`src/rtl/snake_control.sv`:
```
// snake_control: game-step sequencer for the snake datapath.
// Drives every RAM, head, shift and plot strobe from one FSM.
module snake_control #(
    parameter int INIT_LEN  = 3,
    parameter int MAX_LEN   = 255,
    parameter int RAM_DEPTH = 2048,
    parameter int TICK_DIV  = 5000000
) (
    input  logic       clk,
    input  logic       rst,
    input  logic       start,
    input  logic       btn_up,
    input  logic       btn_down,
    input  logic       btn_left,
    input  logic       btn_right,
    input  logic       is_dead,
    input  logic       inc_length,
    output logic       reset_ram,
    output logic       ld_q_def,
    output logic       ld_head,
    output logic       rst_address,
    output logic       inc_address,
    output logic       update_head,
    output logic       check_inc,
    output logic       lock,
    output logic       ld_head_into_prev,
    output logic       ld_q_into_curr,
    output logic       ld_prev_into_q,
    output logic       ld_curr_into_prev,
    output logic       draw_q,
    output logic       draw_curr,
    output logic       food_en,
    output logic [3:0] cnt_status,
    output logic [2:0] dir,
    output logic       game_over,
    output logic [7:0] score
);

    localparam int CW = $clog2(RAM_DEPTH + 1);
    localparam int TW = 23;

    localparam logic [2:0] D_UP    = 3'b100;
    localparam logic [2:0] D_DOWN  = 3'b110;
    localparam logic [2:0] D_LEFT  = 3'b000;
    localparam logic [2:0] D_RIGHT = 3'b001;

    typedef enum logic [3:0] {
        S_IDLE,
        S_CLEAR,
        S_INIT,
        S_WAIT,
        S_UPDATE,
        S_CHECK,
        S_SHIFT,
        S_ERASE,
        S_DRAW,
        S_FOOD,
        S_DEAD
    } state_e;

    state_e        state_q, state_d;
    logic [CW-1:0] cnt_q, cnt_d;
    logic [7:0]    seg_q, seg_d;
    logic [1:0]    ph_q, ph_d;
    logic [3:0]    pix_q, pix_d;
    logic [TW-1:0] tick_q, tick_d;
    logic [7:0]    len_q, len_d;
    logic [7:0]    score_q, score_d;
    logic [2:0]    dir_q, dir_d;
    logic [2:0]    pend_q, pend_d;

    logic          last_seg;

    assign last_seg = (seg_q == len_q - 8'd1);

    // State and sequencing counters
    always_ff @(posedge clk) begin
        if (rst) begin
            state_q <= S_IDLE;
            cnt_q   <= '0;
            seg_q   <= '0;
            ph_q    <= '0;
            pix_q   <= '0;
            tick_q  <= '0;
        end else begin
            state_q <= state_d;
            cnt_q   <= cnt_d;
            seg_q   <= seg_d;
            ph_q    <= ph_d;
            pix_q   <= pix_d;
            tick_q  <= tick_d;
        end
    end

    // Next state: walk each phase by its sub-counters
    always_comb begin
        state_d = state_q;
        cnt_d   = cnt_q;
        seg_d   = seg_q;
        ph_d    = ph_q;
        pix_d   = pix_q;
        tick_d  = tick_q;
        unique case (state_q)
            S_IDLE, S_DEAD: begin
                if (start) begin
                    state_d = S_CLEAR;
                    cnt_d   = '0;
                end
            end
            S_CLEAR: begin
                if (cnt_q == CW'(RAM_DEPTH - 1)) begin
                    state_d = S_INIT;
                    cnt_d   = '0;
                end else begin
                    cnt_d = cnt_q + CW'(1);
                end
            end
            S_INIT: begin
                if (cnt_q == CW'(INIT_LEN)) begin
                    state_d = S_WAIT;
                    cnt_d   = '0;
                    tick_d  = '0;
                end else begin
                    cnt_d = cnt_q + CW'(1);
                end
            end
            S_WAIT: begin
                if (is_dead) begin
                    state_d = S_DEAD;
                    tick_d  = '0;
                end else if (tick_q == TW'(TICK_DIV - 1)) begin
                    state_d = S_UPDATE;
                    tick_d  = '0;
                end else begin
                    tick_d = tick_q + TW'(1);
                end
            end
            S_UPDATE: begin
                state_d = S_CHECK;
            end
            S_CHECK: begin
                state_d = S_SHIFT;
                cnt_d   = '0;
                seg_d   = '0;
                ph_d    = '0;
            end
            S_SHIFT: begin
                if (cnt_q == '0) begin
                    cnt_d = CW'(1);
                end else if (ph_q == 2'd2) begin
                    ph_d = '0;
                    if (last_seg) begin
                        state_d = S_ERASE;
                        pix_d   = '0;
                    end else begin
                        seg_d = seg_q + 8'd1;
                    end
                end else begin
                    ph_d = ph_q + 2'd1;
                end
            end
            S_ERASE: begin
                if (pix_q == 4'd15) begin
                    state_d = S_DRAW;
                    pix_d   = '0;
                    cnt_d   = '0;
                    seg_d   = '0;
                    ph_d    = '0;
                end else begin
                    pix_d = pix_q + 4'd1;
                end
            end
            S_DRAW: begin
                if (cnt_q == '0) begin
                    cnt_d = CW'(1);
                end else if (ph_q == 2'd0) begin
                    ph_d = 2'd1;
                end else if (pix_q == 4'd15) begin
                    pix_d = '0;
                    ph_d  = '0;
                    if (last_seg) begin
                        state_d = is_dead ? S_DEAD : S_FOOD;
                    end else begin
                        seg_d = seg_q + 8'd1;
                    end
                end else begin
                    pix_d = pix_q + 4'd1;
                end
            end
            S_FOOD: begin
                if (pix_q == 4'd15) begin
                    state_d = S_WAIT;
                    pix_d   = '0;
                end else begin
                    pix_d = pix_q + 4'd1;
                end
            end
            default: begin
                state_d = S_IDLE;
            end
        endcase
    end

    // Moore strobes decoded from state and sub-counters
    always_comb begin
        reset_ram         = 1'b0;
        ld_q_def          = 1'b0;
        ld_head           = 1'b0;
        rst_address       = 1'b0;
        inc_address       = 1'b0;
        update_head       = 1'b0;
        check_inc         = 1'b0;
        lock              = 1'b0;
        ld_head_into_prev = 1'b0;
        ld_q_into_curr    = 1'b0;
        ld_prev_into_q    = 1'b0;
        ld_curr_into_prev = 1'b0;
        draw_q            = 1'b0;
        draw_curr         = 1'b0;
        food_en           = 1'b0;
        cnt_status        = '0;
        unique case (state_q)
            S_CLEAR: begin
                reset_ram   = 1'b1;
                inc_address = 1'b1;
                rst_address = (cnt_q == '0);
            end
            S_INIT: begin
                if (cnt_q == '0) begin
                    rst_address = 1'b1;
                end else begin
                    ld_q_def    = 1'b1;
                    inc_address = 1'b1;
                    ld_head     = (cnt_q == CW'(INIT_LEN));
                end
            end
            S_UPDATE: begin
                update_head = 1'b1;
                lock        = 1'b1;
            end
            S_CHECK: begin
                check_inc = 1'b1;
            end
            S_SHIFT: begin
                if (cnt_q == '0) begin
                    ld_head_into_prev = 1'b1;
                    rst_address       = 1'b1;
                end else if (ph_q == 2'd1) begin
                    ld_q_into_curr = 1'b1;
                end else if (ph_q == 2'd2) begin
                    ld_prev_into_q    = 1'b1;
                    ld_curr_into_prev = 1'b1;
                    inc_address       = 1'b1;
                end
            end
            S_ERASE: begin
                draw_curr  = 1'b1;
                cnt_status = pix_q;
            end
            S_DRAW: begin
                if (cnt_q == '0) begin
                    rst_address = 1'b1;
                end else if (ph_q == 2'd1) begin
                    draw_q      = 1'b1;
                    cnt_status  = pix_q;
                    inc_address = (pix_q == 4'd15);
                end
            end
            S_FOOD: begin
                food_en    = 1'b1;
                cnt_status = pix_q;
            end
            default: begin
            end
        endcase
    end

    // Pending direction: priority pick, opposite of applied dir ignored
    always_comb begin
        pend_d = pend_q;
        if (btn_up && dir_q != D_DOWN) begin
            pend_d = D_UP;
        end else if (btn_down && dir_q != D_UP) begin
            pend_d = D_DOWN;
        end else if (btn_left && dir_q != D_RIGHT) begin
            pend_d = D_LEFT;
        end else if (btn_right && dir_q != D_LEFT) begin
            pend_d = D_RIGHT;
        end
        if (state_q == S_INIT) begin
            pend_d = D_RIGHT;
        end
    end

    // Game variables: length, score, applied direction
    always_comb begin
        len_d   = len_q;
        score_d = score_q;
        dir_d   = dir_q;
        if (state_q == S_CLEAR) begin
            len_d   = 8'(INIT_LEN);
            score_d = '0;
        end
        if (state_q == S_INIT) begin
            dir_d = D_RIGHT;
        end
        if (state_q == S_UPDATE) begin
            dir_d = pend_q;
        end
        if (state_q == S_CHECK && inc_length && len_q < 8'(MAX_LEN)) begin
            len_d   = len_q + 8'd1;
            score_d = score_q + 8'd1;
        end
    end

    // Game variable registers
    always_ff @(posedge clk) begin
        if (rst) begin
            len_q   <= 8'(INIT_LEN);
            score_q <= '0;
            dir_q   <= D_RIGHT;
            pend_q  <= D_RIGHT;
        end else begin
            len_q   <= len_d;
            score_q <= score_d;
            dir_q   <= dir_d;
            pend_q  <= pend_d;
        end
    end

    assign dir       = dir_q;
    assign score     = score_q;
    assign game_over = (state_q == S_DEAD);

endmodule
```
`config.mk`:
```
export PLATFORM = sky130hd
export DESIGN_NAME = snake_control
export DESIGN_NICKNAME = d
export VERILOG_FILES = /design/src/rtl/snake_control.sv
export SDC_FILE = /design/constraint.sdc
export NUM_CORES = 1
export LEC_CHECK = 0
export BUFFER_PORTS_ARGS = -buffer_cell sky130_fd_sc_hd__buf_2
export CORE_MARGIN = 5
export CORE_UTILIZATION = 45
export CTS_CLUSTER_SIZE = 16
export DETAILED_ROUTE_END_ITERATION = 10
export PLACE_DENSITY = 0.67
export SLEW_MARGIN = 20
export SYNTH_ARGS = -nofsm -noshare
export SYNTH_HDL_FRONTEND = slang
export SYNTH_SLANG_ARGS = --single-unit
```
`constraint.sdc`:
```
create_clock -name clk -period 2.65 [get_ports clk]
set_clock_uncertainty 0.15 [all_clocks]
set_input_delay 0 -clock clk [delete_from_list [all_inputs] [get_ports clk]]
set_output_delay 0 -clock clk [all_outputs]
set_load 0.05 [all_outputs]
```
### After elaboration in Yosys (flattened, before gate mapping)

Index checks and enable logic that the tools add are counted.

| word-level totals | value |
|---|---|
| flip-flop bits (word level) | 75 |
| latch bits | 0 |
| bits in writable memories | 0 |
| bits in read-only memories | 0 |
| output and inout port bits | 31 |
| memories kept | 0 |

| cells by class | value |
|---|---|
| $add $sub $neg | 8 |
| multipliers | 0 |
| div/mod/pow operators | 0 |
| magnitude comparators | 1 |
| eq/ne operators | 34 |
| shift operators | 0 |
| mux-type cells | 83 |
| bitwise gates (word level) | 0 |
| reductions and logical operators | 30 |

Operators with widths:

| operator | number |
|---|---|
| 2-to-1 mux 4 bit | 22 |
| 2-to-1 mux 8 bit | 11 |
| one-hot mux 12 bit (6 select lines) | 1 |
| 2-to-1 mux 23 bit | 3 |
| 2-to-1 mux 12 bit | 5 |
| one-hot mux 23 bit (2 select lines) | 1 |
| one-hot mux 4 bit (10 select lines) | 1 |
| one-hot mux 8 bit (4 select lines) | 1 |
| adder 8 x 1 -> 8 bit, second input constant | 3 |
| inequality test 2 bit, second input constant | 12 |
| adder 23 x 1 -> 23 bit, second input constant | 1 |
| == test 23 bit, second input constant | 1 |
| 2-to-1 mux 1 bit | 21 |
| 2-to-1 mux 3 bit | 6 |
| == test 4 x 3 -> 1 bit, second input constant | 4 |
| == test 4 bit, second input constant | 4 |
| AND reduction 13 bit | 1 |
| adder 12 x 1 -> 12 bit, second input constant | 1 |
| == test 12 x 11 -> 1 bit, second input constant | 1 |
| == test 12 x 2 -> 1 bit, second input constant | 1 |
| zero test 12 bit | 1 |
| 2-to-1 mux 2 bit | 6 |
| one-hot mux 4 bit (3 select lines) | 1 |
| inequality test 3 bit, second input constant | 3 |
| other kinds (29) | 44 |

### Longest topological paths before layout

| depth | value |
|---|---|
| word-level depth | 7 |
| depth in mapped cells | 11 |
| gate-level depth less buffers | 10 |

### Least setup slack after synthesis

No wires, ideal clock.

| timing path | value |
|---|---|
| path kind | register to register |
| start | register state_q[0] |
| end | register len_q[2] |
| library setup time | 0.132 ns |
| arrival | 3.026 ns |
| required time | 2.368 ns |
| setup slack | -0.658 ns |
| stages on the path, launching flop included | 10 |
| path buffers | 2 |
| clock period less this slack | 3.308 ns |
| path through | dfxtp_1 -> clkbuf_1 -> nand2_1 -> nor3_1 -> nand2_1 -> a31oi_1 -> nor2_1 -> clkbuf_1 -> o21ai_0 -> a21oi_1 |

| on the way | value |
|---|---|
| word-level cells in the longest chain between the ends | 4 |
| elaborated cells on any way between the ends | 6 |

Ends and longest elaborated chain:

| item | line | text |
|---|---|---|
| from (decl) | 61 | `state_e state_q, state_d;` |
| from (signal assigned) | 86 | `state_q <= state_d;` |
| == test 4 x 3 -> 1 bit | 310 | `if (state_q == S_CHECK && inc_length && len_q < 8'(MAX_LEN)) begin` |
| logical AND 1 bit (2 in series) | 310 |  |
| 2-to-1 mux 8 bit or nonzero test 2 bit (tied branches) | n/a |  |
| to (signal assigned) | 319 | `len_q <= 8'(INIT_LEN);` |
| to (signal assigned) | 324 | `len_q <= len_d;` |
| to (decl) | 67 | `logic [7:0] len_q, len_d;` |

Several ways; a longest one is shown, not always the timed one.
A chain may end at the register's enable or synchronous reset.

### Final worst setup path

| timing path | value |
|---|---|
| start | register cnt_q[0] |
| end | register state_q[1] |

| on the way | value |
|---|---|
| word-level cells in the longest chain between the ends | 3 |
| elaborated cells on any way between the ends | 8 |

Ends and longest elaborated chain:

| item | line | text |
|---|---|---|
| from (decl) | 62 | `logic [CW-1:0] cnt_q, cnt_d;` |
| from (signal assigned) | 87 | `cnt_q <= cnt_d;` |
| == test 12 x 2 -> 1 bit, or another cell as far along | 119 | `if (cnt_q == CW'(INIT_LEN)) begin` |
| inequality test 2 bit (no line) | n/a |  |
| AND reduction 13 bit (no line) * | n/a |  |

Every way passes the cells marked *; elsewhere a longest branch is shown, timed or not.

==> metrics <==
Post-Synthesis Cell Area=0.00451 sq mm; final weighted congestion in routability-driven placement=0.914; unrepaired setup endpoints after global routing=yes; DIE AREA=0.0121 sq mm; startpoint types=register; headroom to the max-slew limit=0.470; largest area contributor in the netlist=sky130_fd_sc_hd__dfxtp_1; Die Ht=110 um; Syn Nets=611; number of flops mapped to enable cells by yosys=0; GRT Util Overall=0.205; number of warnings issued by yosys=0; insertion delay of the later-clocked pin in the worst-skew pair=0.36 ns; clock sink count=75; post-layout power=3.79 mW; Max Cap Violations=0; area of the core=0.00977 sq mm; kind of critical path=register to register; Post-Syn Instances=594; die width=110 um; final worst setup slack=0.126 ns; number of DRC markers after the initial detailed-route iteration=360; number of remaining DRC errors=0; share of async-settable or async-resettable flops after synthesis=0; detailed-router iteration count before antenna repair=8; area overhead of the layout relative to synthesis=18.9%; library cells used by synthesis=68; total power per unit cell area=706 mW/mm^2; vias per inst=5.78; CP Data Required Time=2.73 ns; ratio of cells with drive above 1 in the final layout=0.177; pre-CTS setup slack=0.0162 ns; HPWL after DPL=8.72 mm; fin crit period=2.52 ns; total clock buffers created by CTS=9; crit path launch=cnt_q[0]; leakage dissipation=2.11 nW; syn avg cell area=7.60 sq um; Reg-to-Reg Start=cnt_q[0]; most used flip-flop cell after synthesis=sky130_fd_sc_hd__dfxtp_1; total of buffers placed on input and output ports=39; final sum of negative setup slack=0 ns; number of flip-flops and latches in the synthesized netlist=75; number of global-route vias before repair=4,192; post-DR wirelength/cell=15.1 um; initial antenna violation count=0; Seq/Total Area, Yosys=0.333; register-to-register setup slack=0.13 ns; maximum clock frequency=396 MHz; Worst Path Max Fanout=8; number of buffers inserted to repair setup after CTS=0; number of hold violations in the final report=0; maximum vdd drop=0.439 mV; number of placement rows=36; Hold Path Origin=inc_length; first-pass GRT wire length=20.2 mm; root cell of the clock tree=sky130_fd_sc_hd__clkbuf_8; number of top-level pins=40; leading cell types by total area after synthesis=sky130_fd_sc_hd__dfxtp_1 33%, sky130_fd_sc_hd__nor2_1 6.7%, sky130_fd_sc_hd__a21oi_1 6.0%; starting utilization of the core area=0.462; CTS clk-pin slew, worst paths=0.08 ns; clock tree from TritonCTS=done; total wirelength of the detailed-routed design=11.9 mm; share of the synthesized area in the top cell type=0.333; share of the cycle needed by the critical path after routing=0.952; final max-slew violation count=0; largest net degree at the start of global routing=26; worst slew pin tran=0.789 ns; Bufs on Longest Clock Path=2; result of the run=finished, final reports clean; number of vias in the routed layout=4,565; worst endpoint data arrival time=2.60 ns; worst hold slack across all endpoints=0.0211 ns; endpoint class of the critical path=register; remaining global-route overflow=0; type of the worst min-delay path=input port to register; count of inserted antenna diode cells=0; setup violation total in the final timing report=0; final net count=669; number of H-tree levels=3; post-route ant nets=0
per-layer routing:
| layer | GRT usage | routed length, um |
|---|---|---|
| met5 | 0 | 0 |
| met2 | 0.334 | 5660 |
| met1 | 0.282 | 5590 |
| met4 | 0.0642 | 128 |
| met3 | 0.0285 | 569 |
cell usage after synthesis, types with 7 or more instances:
cell type,n
sky130_fd_sc_hd__a21oi_1,54
sky130_fd_sc_hd__a311oi_1,16
sky130_fd_sc_hd__a31oi_1,7
sky130_fd_sc_hd__and2_1,7
sky130_fd_sc_hd__and3_1,22
sky130_fd_sc_hd__clkbuf_1,21
sky130_fd_sc_hd__dfxtp_1,75
sky130_fd_sc_hd__ha_1,8
sky130_fd_sc_hd__inv_1,18
sky130_fd_sc_hd__nand2_1,58
sky130_fd_sc_hd__nand2b_1,7
sky130_fd_sc_hd__nand3_1,29
sky130_fd_sc_hd__nand3b_1,9
sky130_fd_sc_hd__nand4_1,9
sky130_fd_sc_hd__nor2_1,81
sky130_fd_sc_hd__nor3_1,14
sky130_fd_sc_hd__o21ai_0,31
sky130_fd_sc_hd__xnor2_1,10
sky130_fd_sc_hd__xor2_1,18
worst max-delay path, cell delays in order (launching register included):
cell                      delay, ns
sky130_fd_sc_hd__dfxtp_2       0.38
sky130_fd_sc_hd__inv_1         0.05
sky130_fd_sc_hd__ha_1          0.22
sky130_fd_sc_hd__and4_4        0.19
sky130_fd_sc_hd__a211o_4       0.31
sky130_fd_sc_hd__a221o_1       0.31
sky130_fd_sc_hd__or3_4         0.35
sky130_fd_sc_hd__a21oi_2       0.17
sky130_fd_sc_hd__mux2i_1       0.21
sky130_fd_sc_hd__nor2_1        0.05
worst paths after layout:
| check | to | cells past startpoint |
|---|---|---|
| max | state_q[1] | 9 |
| min | len_q[6] | 5 |
| max reg2reg | state_q[1] | 9 |
| min reg2reg | score[7] | 1 |
sequential cells by signal, indices dropped and copies added, names as in the netlist:
register  cells
cnt_q        12
dir           3
len_q         8
pend_q        3
ph_q          2
pix_q         4
score         8
seg_q         8
state_q       4
tick_q       23
repair_timing:
item,in CTS,in global routing
gates resized for setup,1,12
hold buffers,7,0
pin swaps,0,2
endpoints found under the setup margin,2,19
hold endpoints to repair,13,0
cells by family after synthesis:
group	share of synthesized area
AOI/OAI and AO/OA	0.225
xor gates and xnor gates	0.0543
adders and majority gates	0.0222
buffers and inverters	0.0455
DFF	0.333
muxes	0.0136
and+or+nand+nor	0.307
where the power goes:
part | internal (mW) | switching, mW
clock | 0.635 | 0.472
sequential | 1.17 | 0.0638
combinational | 0.501 | 0.945
total | 2.31 | 1.48
placed cells by master, fill, tap and decap left out, types with 9 or more instances in the layout:
| master | instances |
|---|---|
| sky130_fd_sc_hd__nor2_1 | 81 |
| sky130_fd_sc_hd__dfxtp_1 | 72 |
| sky130_fd_sc_hd__nand2_1 | 58 |
| sky130_fd_sc_hd__a21oi_1 | 52 |
| sky130_fd_sc_hd__buf_2 | 39 |
| sky130_fd_sc_hd__buf_4 | 32 |
| sky130_fd_sc_hd__o21ai_0 | 31 |
| sky130_fd_sc_hd__nand3_1 | 29 |
| sky130_fd_sc_hd__and3_1 | 22 |
| sky130_fd_sc_hd__inv_1 | 18 |
| sky130_fd_sc_hd__xor2_1 | 18 |
| sky130_fd_sc_hd__a311oi_1 | 16 |
| sky130_fd_sc_hd__nor3_1 | 12 |
| sky130_fd_sc_hd__xnor2_1 | 10 |
| sky130_fd_sc_hd__nand4_1 | 9 |
| sky130_fd_sc_hd__nand3b_1 | 9 |
| sky130_fd_sc_hd__clkbuf_8 | 9 |
layout make-up:
type	instances	area [sq um]
fill	943	4410
multi-input combinational	470	2880
sequential	75	1510
timing repair buffer	78	505
tap	133	166
clock buffer	9	124
clock inverter	7	124
inverter	18	67.6
through the flow:
stage,instances,area (sq um),util
after global routing,790,5370,0.549
after global placement,767,4990,0.510
final,790,5370,0.549
after CTS,790,5310,0.544
after detailed placement,767,4990,0.510
after floorplan,594,4530,-
(Power assumes the default switching activity.)
